`src/rtl/event_window_gen.sv`:
```
// Baseline-corrected event framer: emits each threshold event as one contiguous Data_Out_Valid burst.
// Optional BASELINE_TRACK_EN builds an IIR baseline tracker; otherwise the Baseline port is registered.
module event_window_gen #(
  parameter int PRE_LEN    = 8,
  parameter int POST_LEN   = 16,
  parameter int MAX_LEN    = 1024,
  parameter int MIN_GAP    = 8,
  parameter int BASE_SHIFT = 4
) (
  input  logic               i_clk,
  input  logic               i_rst_n,
  input  logic signed [15:0] i_ADC_Data,
  input  logic               i_ADC_Valid,
  input  logic               i_Enable,
  input  logic [15:0]        i_Threshold,
  input  logic signed [15:0] i_Baseline,
  input  logic               i_Clear,
  output logic signed [15:0] o_Data_Out,
  output logic               o_Data_Out_Valid,
  output logic [15:0]        o_Event_Count,
  output logic               o_Truncated,
  output logic               o_Gap_Err,
  output logic signed [15:0] o_Baseline_Out,
  output logic               o_Busy
);

  typedef enum logic [2:0] {IDLE, FILL, ARMED, ACTIVE, TAIL, HOLDOFF} state_t;
  localparam int CNT_W = 16;

  state_t             r_st, w_stNext;
  logic [CNT_W-1:0]   r_cnt, w_cntNext, r_len, w_lenNext, w_lenInc;
  logic signed [15:0] w_base, r_corr, r_dout;
  logic signed [15:0] r_dly [PRE_LEN];
  logic signed [16:0] w_diffC;
  logic signed [15:0] w_sat;
  logic [16:0]        w_abs;
  logic               r_corrValid, w_trig, w_trackEn, w_gap;
  logic               r_valid, w_validNext, w_endWin, w_setTrunc, w_setGap;
  logic               r_trunc, r_gapErr;
  logic [15:0]        r_evtCnt;

  assign w_trackEn = i_ADC_Valid && (r_st == IDLE || r_st == FILL || r_st == ARMED);

`ifdef BASELINE_TRACK_EN
  localparam int ACC_W = 16 + BASE_SHIFT;
  logic signed [ACC_W-1:0] r_acc;
  logic signed [ACC_W:0]   w_adcExt, w_accDiff, w_accStep;

  assign w_adcExt  = (ACC_W+1)'(i_ADC_Data) <<< BASE_SHIFT;
  assign w_accDiff = w_adcExt - (ACC_W+1)'(r_acc);
  assign w_accStep = w_accDiff >>> BASE_SHIFT;
  assign w_base    = r_acc[ACC_W-1:BASE_SHIFT];

  always_ff @(posedge i_clk or negedge i_rst_n) begin
    if (!i_rst_n)       r_acc <= '0;
    else if (w_trackEn) r_acc <= r_acc + ACC_W'(w_accStep);
  end
`else
  logic signed [15:0] r_base;
  assign w_base = r_base;

  always_ff @(posedge i_clk or negedge i_rst_n) begin
    if (!i_rst_n)       r_base <= '0;
    else if (w_trackEn) r_base <= i_Baseline;
  end
`endif

  // Corrected sample saturates to 16 bits; its magnitude is kept at 17 bits so |-32768| is exact.
  assign w_diffC = 17'(i_ADC_Data) - 17'(w_base);
  assign w_sat   = (w_diffC[16] != w_diffC[15]) ? (w_diffC[16] ? 16'sh8000 : 16'sh7FFF)
                                                 : w_diffC[15:0];
  assign w_abs   = r_corr[15] ? 17'(-(17'(r_corr))) : 17'(r_corr);
  assign w_trig  = r_corrValid && (w_abs > {1'b0, i_Threshold});
  assign w_gap   = !i_ADC_Valid || !r_corrValid;

  always_ff @(posedge i_clk or negedge i_rst_n) begin
    if (!i_rst_n) begin
      r_corr      <= '0;
      r_corrValid <= 1'b0;
      r_dout      <= '0;
      for (int i = 0; i < PRE_LEN; i++) r_dly[i] <= '0;
    end else begin
      r_corr      <= w_sat;
      r_corrValid <= i_ADC_Valid;
      r_dout      <= r_dly[PRE_LEN-1];
      if (r_corrValid) begin
        r_dly[0] <= r_corr;
        for (int i = 1; i < PRE_LEN; i++) r_dly[i] <= r_dly[i-1];
      end
    end
  end

  // The tail runs PRE_LEN+POST_LEN samples past the last trigger because the output lags the trigger by PRE_LEN.
  assign w_lenInc = r_len + 1'b1;

  always_comb begin
    w_stNext    = r_st;
    w_cntNext   = r_cnt;
    w_lenNext   = r_len;
    w_validNext = 1'b0;
    w_endWin    = 1'b0;
    w_setTrunc  = 1'b0;
    w_setGap    = 1'b0;
    case (r_st)
      IDLE: begin
        if (i_Enable) begin
          w_stNext  = FILL;
          w_cntNext = '0;
        end
      end
      FILL: begin
        if (!i_Enable) w_stNext = IDLE;
        else if (r_corrValid) begin
          if (r_cnt == CNT_W'(PRE_LEN - 1)) begin
            w_stNext  = ARMED;
            w_cntNext = '0;
          end else w_cntNext = r_cnt + 1'b1;
        end
      end
      ARMED: begin
        if (!i_Enable) w_stNext = IDLE;
        else if (w_trig) begin
          w_stNext    = ACTIVE;
          w_validNext = 1'b1;
          w_lenNext   = CNT_W'(1);
        end
      end
      ACTIVE, TAIL: begin
        if (w_gap) begin
          w_stNext  = HOLDOFF;
          w_cntNext = '0;
          w_endWin  = 1'b1;
          w_setGap  = 1'b1;
        end else begin
          w_validNext = 1'b1;
          w_lenNext   = w_lenInc;
          if (w_trig) w_stNext = ACTIVE;
          else if (r_st == ACTIVE) begin
            w_stNext  = TAIL;
            w_cntNext = CNT_W'(1);
          end else begin
            w_cntNext = r_cnt + 1'b1;
            if (w_cntNext == CNT_W'(PRE_LEN + POST_LEN)) begin
              w_stNext  = HOLDOFF;
              w_cntNext = '0;
              w_endWin  = 1'b1;
            end
          end
          if (w_lenInc == CNT_W'(MAX_LEN)) begin
            w_stNext   = HOLDOFF;
            w_cntNext  = '0;
            w_endWin   = 1'b1;
            w_setTrunc = 1'b1;
          end
        end
      end
      HOLDOFF: begin
        if (r_cnt == CNT_W'(MIN_GAP - 1)) begin
          w_stNext  = i_Enable ? FILL : IDLE;
          w_cntNext = '0;
        end else w_cntNext = r_cnt + 1'b1;
      end
      default: w_stNext = IDLE;
    endcase
  end

  always_ff @(posedge i_clk or negedge i_rst_n) begin
    if (!i_rst_n) begin
      r_st     <= IDLE;
      r_cnt    <= '0;
      r_len    <= '0;
      r_valid  <= 1'b0;
      r_evtCnt <= '0;
      r_trunc  <= 1'b0;
      r_gapErr <= 1'b0;
    end else begin
      r_st    <= w_stNext;
      r_cnt   <= w_cntNext;
      r_len   <= w_lenNext;
      r_valid <= w_validNext;
      if (w_endWin) r_evtCnt <= r_evtCnt + 16'd1;
      if (w_setTrunc)   r_trunc <= 1'b1;
      else if (i_Clear) r_trunc <= 1'b0;
      if (w_setGap)     r_gapErr <= 1'b1;
      else if (i_Clear) r_gapErr <= 1'b0;
    end
  end

  assign o_Data_Out       = r_dout;
  assign o_Data_Out_Valid = r_valid;
  assign o_Event_Count    = r_evtCnt;
  assign o_Truncated      = r_trunc;
  assign o_Gap_Err        = r_gapErr;
  assign o_Baseline_Out   = w_base;
  assign o_Busy           = (r_st == ACTIVE) || (r_st == TAIL) || (r_st == HOLDOFF);

endmodule

```
`config.mk`:
```
export PLATFORM = sky130hd
export DESIGN_NAME = event_window_gen
export DESIGN_NICKNAME = d
export VERILOG_FILES = /design/src/rtl/event_window_gen.sv
export SDC_FILE = /design/constraint.sdc
export NUM_CORES = 1
export LEC_CHECK = 0
export ABC_AREA = 1
export CORE_MARGIN = 4
export CORE_UTILIZATION = 32
export DETAILED_ROUTE_END_ITERATION = 6
export SETUP_SLACK_MARGIN = 0.2
export SLEW_MARGIN = 5
export SYNTH_ARGS = -nofsm -noshare
export SYNTH_HDL_FRONTEND = slang
export SYNTH_SLANG_ARGS = --single-unit
```
`constraint.sdc`:
```
create_clock -name i_clk -period 4.2 [get_ports i_clk]
set_input_delay 0.63 -clock i_clk [delete_from_list [all_inputs] [get_ports i_clk]]
set_output_delay 0.63 -clock i_clk [all_outputs]
set_load 0.05 [all_outputs]
```
==> impl_metrics.tcl <==
set metrics [dict create \
    post_cts_buffers 0 \
    grt_pass1_vias 9148 \
    async_reset_ff_frac 1.00 \
    avgSynthCellArea_um2 7.99 \
    dp.cells 1982 \
    ir_drop_v 0.000340 \
    drc 0 \
    rows 69 \
    core_area_um2 35700 \
    wl_per_cell_um 12.6 \
    drv_cap 0 \
    numCtsBuffers 27 \
    drtPass1Iterations 5 \
    finClkSkew_ps 16.1 \
    routed_wl_um 25600 \
    holdWs_ps 197 \
    slew_headroom 0.426 \
    areaGrowthSynthToFinish_pct 21.0 \
    ctsHoldBuffers 0 \
    netlist.top_cell.by_area "dfrtp_1" \
    netlist-cell-type-count 46 \
    layout-drive-gt1-share 0.0683 \
    fillers 3677 \
    antenna_found_initial 2 \
    cts-root-buf "clkbuf_16" \
    vias 9201 \
    fin_crit_sh 0.856 \
    ys_seq_area_frac 0.499 \
    worst_setup_path_start_kind "flip-flop" \
    tightest_slew_ps 860 \
    arrival_ps 4000 \
    powerDensity_nw_per_um2 636 \
    hold_class "input pin to async pin" \
    gr-total-overflow 0 \
    synth_edf_count 0 \
    rsz0062_at_grt "false" \
    path_clk_slew_ps 60 \
    synthTopCellsByArea "dfrtp_1 50%, nand2_1 19%, inv_1 4.0%" \
    ys_warn_count 0 \
    place_congestion 0.869 \
    cts-htree-levels 1 \
    cp_max_fo 17 \
    die_w_um 198 \
    netlist_area_um2 11600 \
    layout_setup_ws_ps 606 \
    grt_max_degree 114 \
    finalSetupViolCount 0 \
    die_h_um 198 \
    end_kind "flip-flop" \
    cts_tree "done" \
    clkLatencyLatePin_ps 520 \
    final_core_util 0.393 \
    die_area_um2 39300 \
    grt_usage 0.132 \
    ys_ff_latch 231 \
    initial_utilization 0.325 \
    hold_viol_final 0 \
    yosys_most_used_dff "dfrtp_1" \
    antennaDiodeCount 0 \
    drt_iter0_drc 527 \
    pin_count 105 \
    netlist_instances 1450 \
    via_per_inst 4.54 \
    clkSinkCount 231 \
    leakage_nw 7.03 \
    fin_nets 1640 \
    grt_first_pass_wirelength_um 44200 \
    fmax_mhz 278 \
    syn-num-nets 1540 \
    post-place-ws_ps 361 \
    dp_hpwl_um 17600 \
    antenna_left 0 \
    maxSlewViolCount 0 \
    tns_ps 0 \
    status "finished, final reports clean" \
    crit_type "flip-flop to flip-flop" \
    layout_min_cycle_time_ps 3590 \
    final_cells 2028 \
    synth_top_cell_area_share 0.499 \
    critPathRequiredTime_ps 4610 \
    portBuffers 104 \
    clock_path_buffers 3 \
]
==> cell usage in the layout (no fill, tap or decap), types with 4 or more instances in the layout <==
cell type,instances
nand3b_1,8
nand4_1,17
clkinv_2,4
nor2_2,6
nor3_1,21
nand3_2,8
inv_2,5
clkbuf_8,7
buf_4,12
nand2_1,590
nor4_1,7
clkbuf_1,5
nand3_1,64
xnor2_1,15
inv_1,122
o21ai_1,9
a21oi_1,47
o21ai_0,48
nand2_2,14
o31ai_1,4
clkdlybuf4s50_1,103
nor2_4,5
dfrtp_1,230
xor2_1,34
clkbuf_16,27
nor2_1,86
ha_1,36
==> area by class of cell <==
type | count | area [um2] | area share
clock buffer | 39 | 791 | 0.0564
multi-input combinational | 1042 | 5110 | 0.365
timing repair buffer | 117 | 1160 | 0.0825
sequential | 231 | 5780 | 0.413
tap | 461 | 577 | 0.0412
inverter | 131 | 499 | 0.0356
clock inverter | 7 | 88.8 | 0.00634
==> registers in the layout, summed over array words and instances, names as in the netlist <==
| name | cells |
|---|---|
| r_len | 16 |
| r_st | 3 |
| r_cnt | 16 |
| o_Baseline_Out | 16 |
| r_corr | 16 |
| o_Data_Out | 16 |
| o_Gap_Err | 1 |
| r_corrValid | 1 |
| o_Truncated | 1 |
| r_dly | 128 |
| o_Event_Count | 16 |
| o_Data_Out_Valid | 1 |
==> kinds of logic after synthesis <==
kind of cell               after synthesis  synth area share
muxes                                    1          0.000972
DFF                                    231             0.499
AOI/OAI and AO/OA                      121            0.0565
xor gates and xnor gates                49            0.0370
buffers and inverters                  177            0.0615
adders and majority gates               37            0.0406
and+or+nand+nor                        834             0.304
==> cell usage after synthesis, types with 2 or more instances <==
cell type and n:
ha_1 36, nand3b_1 8, nor3_1 23, nand2_1 590, nand4_1 17, clkinv_1 2
buf_1 7, nand2_2 14, inv_2 5, nor4_1 7, nand3_2 8, xnor2_1 15
o211ai_1 2, a21oi_1 47, clkbuf_1 27, nor2_4 5, nor2_1 86, o31ai_1 5
nand3_1 64, o22ai_1 2, o21ai_0 48, dfrtp_1 231, buf_2 6, nand2_4 2
inv_1 123, buf_6 2, buf_4 2, xor2_1 34, a21o_1 2, o21ai_1 9
nor2_2 6
==> critical path: stages, from the launching register on <==
cell	delay [ps]
dfrtp_1	360
inv_1	120
ha_1	170
inv_1	50
nor3_1	190
nand2_1	80
nor2_1	90
inv_1	60
nor3_2	160
nand3_1	140
o31ai_2	220
xnor2_1	90
ha_1	290
nand3_1	130
nor3_2	160
nand4_1	100
nand3_1	90
nand3_1	120
buf_4	220
nand3_2	70
nand3_2	130
nand2_8	180
inv_6	90
nand2_1	60
o21ai_0	70
==> power breakdown <==
| group | internal (mW) | switching [mW] | total, mW |
|---|---|---|---|
| logic | 1.17 | 2.15 | 3.32 |
| clock network | 1.41 | 0.892 | 2.31 |
| registers | 2.84 | 0.438 | 3.28 |
==> worst paths after layout <==
kind,from,to,slack (ps),depth (start not counted)
worst max-delay path,r_corr[0],o_Event_Count[1],610,24
worst min-delay path,i_rst_n,r_dly[11],200,1
worst max register to register,r_corr[0],o_Event_Count[1],610,24
worst min register to register,r_dly[10],o_Data_Out[10],370,0
max in group asynchronous,i_rst_n,r_corr[10],3080,2
min in group i_clk,r_dly[10],o_Data_Out[10],370,0
==> per-layer routing <==
metal	part of all wire	track usage	wire length [um]
met1	0.48	0.180	12400
met2	0.43	0.208	11000
met3	0.065	0.0362	1670
met4	0.021	0.0324	539
met5	0.00082	0	21
==> through the flow <==
| stage | power (mW) | area, um2 |
|---|---|---|
| 2_1_floorplan | 5.70 | 11600 |
| 3_3_place_gp | 6.56 | 13100 |
| 3_5_place_dp | 6.65 | 13100 |
| 4_1_cts | 9.02 | 14000 |
| 5_1_grt | 9.66 | 14000 |
| 6_report | 8.91 | 14000 |
==> repair_timing <==
item	in CTS	in global routing
gates resized for setup	0	4
setup endpoints to repair	0	45
endpoints found under the hold margin	0	0
Note: power is estimated with default switching activity, not from simulation.
